==> config.mk <==
export PLATFORM = sky130hd
export DESIGN_NAME = pong_game_ctrl
export DESIGN_NICKNAME = d
export VERILOG_FILES = /design/src/rtl/pong_game_ctrl.sv
export SDC_FILE = /design/constraint.sdc
export NUM_CORES = 1
export LEC_CHECK = 0
export CORE_MARGIN = 4
export CORE_UTILIZATION = 65
export DETAILED_ROUTE_END_ITERATION = 16
export DONT_BUFFER_PORTS = 1
export PLACE_DENSITY = 0.92
export SYNTH_ARGS = -nofsm -noshare
export SYNTH_HDL_FRONTEND = slang
export SYNTH_SLANG_ARGS = --single-unit
==> constraint.sdc <==
create_clock -name clk -period 4.7 [get_ports clk]
set_input_delay 0.94 -clock clk [delete_from_list [all_inputs] [get_ports clk]]
set_output_delay 0.94 -clock clk [all_outputs]
set_load 0.1 [all_outputs]
==> src/rtl/pong_game_ctrl.sv <==
// Pong game-logic controller: paddles, ball, scoring and game phase.
// All game state advances once per frame, on the falling edge of vsync.
module pong_game_ctrl #(
    parameter int H_RES        = 640,
    parameter int V_RES        = 480,
    parameter int PADDLE_W     = 8,
    parameter int PADDLE_H     = 64,
    parameter int BALL_SIZE    = 8,
    parameter int PADDLE_SPEED = 4,
    parameter int BALL_SPEED   = 2,
    parameter int P1_X         = 16,
    parameter int P2_X         = 616,
    parameter int SCORE_MAX    = 9,
    parameter int POINT_FRAMES = 60
) (
    input  logic       clk,
    input  logic       reset,
    input  logic       vsync,
    input  logic       p1_up,
    input  logic       p1_down,
    input  logic       p2_up,
    input  logic       p2_down,
    input  logic       serve,
    output logic [9:0] ball_x,
    output logic [9:0] ball_y,
    output logic [9:0] p1_y,
    output logic [9:0] p2_y,
    output logic [3:0] score_p1,
    output logic [3:0] score_p2,
    output logic [1:0] game_state
);

    typedef enum logic [1:0] {
        ST_SERVE = 2'd0,
        ST_PLAY  = 2'd1,
        ST_POINT = 2'd2,
        ST_OVER  = 2'd3
    } state_t;

    // All geometry is evaluated 11 bits wide so no boundary test can wrap.
    localparam logic [10:0] BALL_X0   = 11'((H_RES - BALL_SIZE) / 2);
    localparam logic [10:0] BALL_Y0   = 11'((V_RES - BALL_SIZE) / 2);
    localparam logic [10:0] PAD_Y0    = 11'((V_RES - PADDLE_H) / 2);
    localparam logic [10:0] PAD_YMAX  = 11'(V_RES - PADDLE_H);
    localparam logic [10:0] BALL_XMAX = 11'(H_RES - BALL_SIZE);
    localparam logic [10:0] BALL_YMAX = 11'(V_RES - BALL_SIZE);
    localparam logic [10:0] PSPD      = 11'(PADDLE_SPEED);
    localparam logic [10:0] BSPD      = 11'(BALL_SPEED);
    localparam logic [10:0] BSZ       = 11'(BALL_SIZE);
    localparam logic [10:0] PH        = 11'(PADDLE_H);
    localparam logic [10:0] P1_FACE   = 11'(P1_X + PADDLE_W);
    localparam logic [10:0] P2_FACE   = 11'(P2_X);
    localparam logic [3:0]  SMAX      = 4'(SCORE_MAX);
    localparam logic [5:0]  HOLD_LAST = 6'(POINT_FRAMES - 1);

    state_t      state_q, state_d;
    logic [9:0]  ball_x_q, ball_x_d;
    logic [9:0]  ball_y_q, ball_y_d;
    logic [9:0]  p1_y_q, p1_y_d;
    logic [9:0]  p2_y_q, p2_y_d;
    logic [3:0]  score_p1_q, score_p1_d;
    logic [3:0]  score_p2_q, score_p2_d;
    logic        dx_q, dx_d;          // 0 right, 1 left
    logic        dy_q, dy_d;          // 0 down, 1 up
    logic [5:0]  cnt_q, cnt_d;
    logic        vsync_q, vsync_d;

    logic        frame_tick;
    logic [10:0] bx, by, p1w, p2w;

    assign frame_tick = vsync_q & ~vsync;
    assign bx  = {1'b0, ball_x_q};
    assign by  = {1'b0, ball_y_q};
    assign p1w = {1'b0, p1_y_q};
    assign p2w = {1'b0, p2_y_q};

    function automatic logic [9:0] paddle_step(input logic [10:0] y, input logic up, input logic dn);
        logic [10:0] r;
        r = y;
        if (up && !dn)
            r = (y > PSPD) ? y - PSPD : '0;
        else if (dn && !up)
            r = (y + PSPD < PAD_YMAX) ? y + PSPD : PAD_YMAX;
        return 10'(r);
    endfunction

    // Ball and paddle share rows; uses paddle position from before this frame's move.
    function automatic logic overlap(input logic [10:0] y, input logic [10:0] py);
        return (y + BSZ > py) && (y < py + PH);
    endfunction

    function automatic logic [3:0] sat_inc(input logic [3:0] s);
        return (s >= SMAX) ? SMAX : s + 4'd1;
    endfunction

    // Next-state: game phase, ball motion, paddles and scores, once per frame tick.
    always_comb begin
        state_d    = state_q;
        ball_x_d   = ball_x_q;
        ball_y_d   = ball_y_q;
        p1_y_d     = p1_y_q;
        p2_y_d     = p2_y_q;
        score_p1_d = score_p1_q;
        score_p2_d = score_p2_q;
        dx_d       = dx_q;
        dy_d       = dy_q;
        cnt_d      = cnt_q;
        vsync_d    = vsync;
        if (frame_tick) begin
            if (state_q != ST_OVER) begin
                p1_y_d = paddle_step(p1w, p1_up, p1_down);
                p2_y_d = paddle_step(p2w, p2_up, p2_down);
            end
            case (state_q)
                ST_SERVE: begin
                    ball_x_d = 10'(BALL_X0);
                    ball_y_d = 10'(BALL_Y0);
                    if (serve) state_d = ST_PLAY;
                end
                ST_PLAY: begin
                    // A miss freezes the ball where it is; it does not move this frame.
                    if (dx_q && bx <= BSPD) begin
                        score_p2_d = sat_inc(score_p2_q);
                        dx_d       = 1'b0;
                        state_d    = ST_POINT;
                    end else if (!dx_q && bx >= BALL_XMAX - BSPD) begin
                        score_p1_d = sat_inc(score_p1_q);
                        dx_d       = 1'b1;
                        state_d    = ST_POINT;
                    end else begin
                        if (dx_q && bx >= P1_FACE && bx - BSPD <= P1_FACE && overlap(by, p1w)) begin
                            ball_x_d = 10'(P1_FACE);
                            dx_d     = 1'b0;
                        end else if (!dx_q && bx + BSZ <= P2_FACE && bx + BSZ + BSPD >= P2_FACE
                                     && overlap(by, p2w)) begin
                            ball_x_d = 10'(P2_FACE - BSZ);
                            dx_d     = 1'b1;
                        end else if (dx_q) begin
                            ball_x_d = 10'(bx - BSPD);
                        end else begin
                            ball_x_d = 10'(bx + BSPD);
                        end
                        if (dy_q && by <= BSPD) begin
                            ball_y_d = '0;
                            dy_d     = 1'b0;
                        end else if (!dy_q && by >= BALL_YMAX - BSPD) begin
                            ball_y_d = 10'(BALL_YMAX);
                            dy_d     = 1'b1;
                        end else if (dy_q) begin
                            ball_y_d = 10'(by - BSPD);
                        end else begin
                            ball_y_d = 10'(by + BSPD);
                        end
                    end
                end
                ST_POINT: begin
                    if (cnt_q == HOLD_LAST) begin
                        cnt_d = '0;
                        if (score_p1_q == SMAX || score_p2_q == SMAX) begin
                            state_d = ST_OVER;
                        end else begin
                            state_d  = ST_SERVE;
                            ball_x_d = 10'(BALL_X0);
                            ball_y_d = 10'(BALL_Y0);
                        end
                    end else begin
                        cnt_d = cnt_q + 6'd1;
                    end
                end
                ST_OVER: begin
                    if (serve) begin
                        score_p1_d = '0;
                        score_p2_d = '0;
                        ball_x_d   = 10'(BALL_X0);
                        ball_y_d   = 10'(BALL_Y0);
                        state_d    = ST_SERVE;
                    end
                end
                default: state_d = ST_SERVE;
            endcase
        end
    end

    // State registers; async reset also clears the vsync history so release cannot fake a tick.
    always_ff @(posedge clk or posedge reset) begin
        if (reset) begin
            state_q    <= ST_SERVE;
            ball_x_q   <= 10'(BALL_X0);
            ball_y_q   <= 10'(BALL_Y0);
            p1_y_q     <= 10'(PAD_Y0);
            p2_y_q     <= 10'(PAD_Y0);
            score_p1_q <= '0;
            score_p2_q <= '0;
            dx_q       <= 1'b0;
            dy_q       <= 1'b0;
            cnt_q      <= '0;
            vsync_q    <= 1'b0;
        end else begin
            state_q    <= state_d;
            ball_x_q   <= ball_x_d;
            ball_y_q   <= ball_y_d;
            p1_y_q     <= p1_y_d;
            p2_y_q     <= p2_y_d;
            score_p1_q <= score_p1_d;
            score_p2_q <= score_p2_d;
            dx_q       <= dx_d;
            dy_q       <= dy_d;
            cnt_q      <= cnt_d;
            vsync_q    <= vsync_d;
        end
    end

    assign ball_x     = ball_x_q;
    assign ball_y     = ball_y_q;
    assign p1_y       = p1_y_q;
    assign p2_y       = p2_y_q;
    assign score_p1   = score_p1_q;
    assign score_p2   = score_p2_q;
    assign game_state = state_q;

endmodule

Word-level counts from Yosys, hierarchy flattened
Index checks and enable logic that the tools add are counted.

word-level totals
  RAM bits = 0
  register bits after elaboration = 59
  bits in read-only memories = 0
  memories kept = 0
  output and inout port bits = 50
  bits in latches = 0

operators by class
  $mul = 0
  divide/modulo/power cells = 0
  magnitude comparators = 18
  add/sub/neg operators = 16
  reduce and logical (&&, ||, !) cells = 38
  bitwise operators = 4
  multiplexer cells = 48
  equality and inequality tests = 16
  shift-type cells = 0

operators by type and width
  cell                     number
  $mux W10                 24
  $pmux W10 S4             2
  $mux W4                  6
  $add A10 B3 Y11 const B  2
  $add A10 B4 Y11 const B  2
  $add A10 B7 Y11 const B  2
  $gt A11 B10 Y1           2
  $lt A10 B11 Y1           2
  $lt A11 B9 Y1 const B    2
  $add A10 B2 Y10 const B  2
  $gt A10 B3 Y1 const B    2
  $le A10 B2 Y1 const B    2
  $sub A10 B3 Y10 const B  2
  $ne A2 B2 Y1 const B     9
  $logic_and A1 B1 Y1      16
  $pmux W4 S2              2
  $reduce_and A5 Y1        3
  $mux W2                  6
  $add A11 B2 Y11 const B  1
  $ge A11 B10 Y1 const B   1
  $le A11 B10 Y1 const B   1
  $le A11 B5 Y1 const B    1
  $sub A10 B2 Y11 const B  1
  $ge A10 B10 Y1 const B   1
  25 further kinds         46

Depth between registers and ports, before layout
  depth in word-level cells = 10
  gate-level depth with buffers = 13

Least setup slack after synthesis
No wires, ideal clock.

  path type = register -> register
  start = register p1_y_q[8], in the netlist p1_y[8]
  end = register ball_x_q[9], in the netlist ball_x[9]
  library setup time = 0.121 ns
  clock period less this slack = 3.503 ns
  buffers on the path = 1
  stages on the path, launching flop included = 13
  data required time = 4.579 ns
  data arrival time = 3.382 ns
  setup slack = 1.197 ns
  cell sequence = dfrtp_1 buf_2 nand3_1 xnor2_1 ha_1 or3_1 o211ai_2 o221ai_2 or4_4 nor3_2 nor2_2 a21o_1 a22o_1

between the ends
  word-level cells in the longest chain between the ends = 8
  elaborated cells between the ends (all ways) = 9

ends and longest elaborated chain
  item                    line  source
  from (decl)             59    logic [9:0] p1_y_q, p1_y_d;
  from (signal assigned)  190   p1_y_q <= 10'(PAD_Y0);
  from (signal assigned)  202   p1_y_q <= p1_y_d;
  $add A10 B7 Y11         89    return (y + BSZ > py) && (y < py + PH);
  $lt A10 B11 Y1          89
  $logic_and A1 B1 Y1 *   89
  $logic_and A1 B1 Y1 *   131   if (dx_q && bx >= P1_FACE && bx - BSPD <= P1_FACE && overlap(by, p1w)) begin
  $mux W10 *              131
  $mux W10 *              126   end else if (!dx_q && bx >= BALL_XMAX - BSPD) begin
  $mux W10 *              122   if (dx_q && bx <= BSPD) begin
  $pmux W10 S4 *          114   case (state_q)
  to (signal assigned)    188   ball_x_q <= 10'(BALL_X0);
  to (signal assigned)    200   ball_x_q <= ball_x_d;
  to (decl)               57    logic [9:0] ball_x_q, ball_x_d;

Every way passes the cells marked *; elsewhere a longest branch is shown, timed or not. The select of a mux whose other input is x is not followed.
A chain may end at the register's enable or synchronous reset.

Final worst setup path
  start = register ball_y_q[3], in the netlist ball_y[3]
  end = register ball_x_q[7], in the netlist ball_x[7]

between the ends
  word-level cells in the longest chain between the ends = 9
  elaborated cells between the ends (all ways) = 14

ends and longest elaborated chain
  item                    line  source
  from (decl)             58    logic [9:0] ball_y_q, ball_y_d;
  from (signal assigned)  189   ball_y_q <= 10'(BALL_Y0);
  from (signal assigned)  201   ball_y_q <= ball_y_d;
  $add A10 B4 Y11         89
  $gt A11 B10 Y1          89
  $logic_and A1 B1 Y1     89
  $logic_and A1 B1 Y1     135   && overlap(by, p2w)) begin
  $mux W10                134   end else if (!dx_q && bx + BSZ <= P2_FACE && bx + BSZ + BSPD >= P2_FACE
  $mux W10 *              131
  $mux W10 *              126
  $mux W10 *              122
  $pmux W10 S4 *          114

Marks and branches as above.

==> results list <==
* Area of the placeable core: 7810 µm²
- Using the TritonRoute via totals, the vias-per-cell ratio works out to 6.90.
* Overall track demand over capacity in global routing: just under 30%
- Total I/O pin count: 58
- The net count of the finished layout is 734.
- TritonCTS clock tree: yes
- The via count of the first global-routing pass was between 5000 and 6000.
* Area of the die: ~9600 µm²
* Port buffer count: 0
* Max Freq: 269 MHz
* Detail-routed net length per standard cell: 18.3 µm
- From left edge to right edge, the die measures between 90 and 100 µm.
- The count of nets left with antenna violations once routing finished came out at 0.
* Maximum fanout count along the critical path: 12
- During synthesis, Yosys emitted a total of 0 warnings.
- The number of pins with negative max-slew slack in the final report was 0.
- In this run, CTS created clock tree buffers numbering 5.
- Post-route cell area: 5530 µm²
- Compared with the post-synthesis result, the final layout area differs by 4.54%.
* Resized Gates After CTS: 0
- In the synthesized netlist the async set-or-reset flop fraction comes to 100%.
- Violation count after the first detailed-routing iteration: 471
- Number of vias after detailed routing: approximately 5300
- The tree is rooted in a sky130_fd_sc_hd__clkbuf_8.
- Fin crit period: 3.72 ns
- Summed negative setup slack over all endpoints: 0 ns
- Fraction of the cycle the final worst path needs: 79.2%
* Headroom to the max-slew limit: 24.2%
- Critical Path AT: 3.98 ns
- Total placed instance area: ~5400 µm²
- Worst-case setup margin in the final layout: ~1 ns
- The synthesized design contains 53 register bits.
- After global routing the overflow that remains totals 0.
* Top_reg_cell synth: sky130_fd_sc_hd__dfrtp_1
- The first global-routing pass estimated 23.7 mm of wire.
- After synthesis, flip-flops and latches occupy 25.5% of the total area.
- The number of placed instances, taps included, is about 760.
- The setup path with the least slack is of type reg -> reg.
* Critical path launch point type: flop
* RSZ-0062 raised after global routing: false
* Yosys top cell by area: sky130_fd_sc_hd__dfrtp_1
* Nature of the critical path endpoint: flop
- Clock network latency to the later pin of the worst-skew pair: 0.33 ns
- For the final database, setup skew stands at ~0.016 ns.
- Number of buffers between clock root and the deepest sink: 2
- Post-synthesis cell area: ~5300 µm²
- Reported max-cap violation count: 0
- The library cells used most frequently in the layout, excluding fill and tap cells, are 62 x sky130_fd_sc_hd__ha_1, 58 x sky130_fd_sc_hd__nand2_1, 55 x sky130_fd_sc_hd__o21ai_0.
* Count of cell types in the netlist: 74
- The initial utilization of the core area, before any placement, comes to ~68%.
- Required time at the endpoint of the critical path: between 4 and 5 ns
* Clock-pin slew reported for the worst setup and hold paths after clock tree synthesis: 0.12 ns
- Of the cells placed in the final design, the portion with a size suffix greater than 1 is 10.1%.
* Drt drc: 0
* Detailed-routing iteration count for the pre-antenna-repair pass: 6
- Setup violations remaining at the end of the flow were counted as 0.
- Share of the synthesized area in the top cell type: 17.5%
- Overall routed net length: roughly 14 mm
- Number of antenna violations at the first check in global routing: 0
- Row cnt: 32
* Antenna cells: 0
- The count of final hold-check violations was 0.
- Synthesis produced 668 cells.
- Before CTS, the worst setup slack after placement is 1.08 ns.
* RD Place Congestion: 0.926
- The layout has 597 filler cells.
- Sink Count: between 50 and 60
- H-Tree Depth: 2
* Quantity of hold-fixing buffers added after cts: 0
* Total setup buffers inserted after CTS: 0
- After synthesis, the mean cell area works out to ~8 µm².
- Slew of the pin with the lowest slew margin: 1.14 ns
- The floorplan step set the die height to about 98 µm.
- Result of the run: complete, no violations
- After synthesis, the cell types taking the most area are sky130_fd_sc_hd__dfrtp_1 18%, sky130_fd_sc_hd__ha_1 15%, sky130_fd_sc_hd__dfstp_2 8.0%.
- The tightest min-delay check is of the reg -> reg type.
- Number of synthesized flops with an enable pin: 0
- Hpwl dp: 10.2 mm
- After the flow finishes, the layout carries non-filler instances totaling 767.
- The library cell used most frequently in the layout, excluding fill and tap cells, is sky130_fd_sc_hd__ha_1.
* Pin count of the biggest net entering global routing: 54
==> kinds of logic after synthesis <==
| group | share of synthesized area, % |
|---|---|
| AOI/OAI and AO/OA | 25.6 |
| xor gates and xnor gates | 3.31 |
| adders and majority gates | 14.7 |
| buffers and inverters | 6.46 |
| DFF | 25.5 |
| muxes | 1.80 |
| other | 0.0709 |
| and+or+nand+nor | 22.7 |
==> state kept, by name, summed over array words and instances (netlist names) <==
name        flops
ball_y          9
cnt_q           6
dy_q            1
game_state      2
p1_y            8
score_p1        4
vsync_q         1
p2_y            8
score_p2        4
dx_q            1
ball_x          9
==> layer usage <==
layer,track usage (%),vias to the layer above,part of all wire (%)
met3,5.00,64,8.2
li1,-,2422,-
met5,0,-,0
met2,49.6,311,49
met4,14.0,0,3.8
met1,35.6,2492,39
==> cell usage after synthesis, drive strengths merged (4+ instances only) <==
master / count
nor2b: 7
nor3: 20
nand2: 59
a211oi: 5
o31ai: 11
and3: 12
and4: 6
xnor2: 15
ha: 62
a21o: 10
a21oi: 55
o22ai: 7
clkbuf: 22
nor4: 8
nor2: 44
a31oi: 16
dfrtp: 37
a221oi: 5
dfstp: 16
o21bai: 4
or2: 4
o21a: 10
buf: 14
nand2b: 5
a211o: 4
nand4: 5
inv: 42
xor2: 5
nand3: 39
mux2: 4
or3: 6
a22o: 4
o21ai: 58
mux2i: 5
==> worst max-delay path, cell delays in order (launching register included) <==
cell,delay (ns)
sky130_fd_sc_hd__dfstp_2,1.01
sky130_fd_sc_hd__inv_1,0.26
sky130_fd_sc_hd__ha_1,0.41
sky130_fd_sc_hd__ha_1,0.33
sky130_fd_sc_hd__a211o_1,0.30
sky130_fd_sc_hd__a221oi_1,0.26
sky130_fd_sc_hd__o21ai_0,0.12
sky130_fd_sc_hd__a21oi_1,0.28
sky130_fd_sc_hd__nor3_2,0.12
sky130_fd_sc_hd__nor2_2,0.26
sky130_fd_sc_hd__nand3_1,0.11
sky130_fd_sc_hd__a31oi_1,0.17
==> stage by stage <==
stage                     hold slack [ns]  util (%)
after floorplan                     0.445         -
after global placement              0.469      69.2
after detailed placement            0.496      69.2
after CTS                           0.513      70.8
after global routing                0.530      70.8
final                               0.506      70.8
==> worst paths after layout <==
kind	start	end	slack (ns)	depth (start not counted)
hold reg to reg	cnt_q[5]	cnt_q[5]	0.51	1
min in group asynchronous	reset	p1_y[3]	0.66	2
max in group asynchronous	reset	p2_y[9]	3.56	2
setup / recovery	ball_y[3]	ball_x[7]	0.98	11
setup reg to reg	ball_y[3]	ball_x[7]	0.98	11
hold / removal	cnt_q[5]	cnt_q[5]	0.51	1
==> cell type report <==
cell class	instances	area [µm²]	share of cell area, %
Clock buffer	6	82.6	1.49
Clock inverter	2	37.5	0.679
Inverter	44	165	2.99
Multi-Input combinational cell	540	3620	65.5
Sequential cell	53	1350	24.4
Tap cell	102	128	2.31
Timing Repair Buffer	20	150	2.72
Power is not shown: default switching activity piles up to over one toggle a cycle in this logic, so the estimate is an artifact.
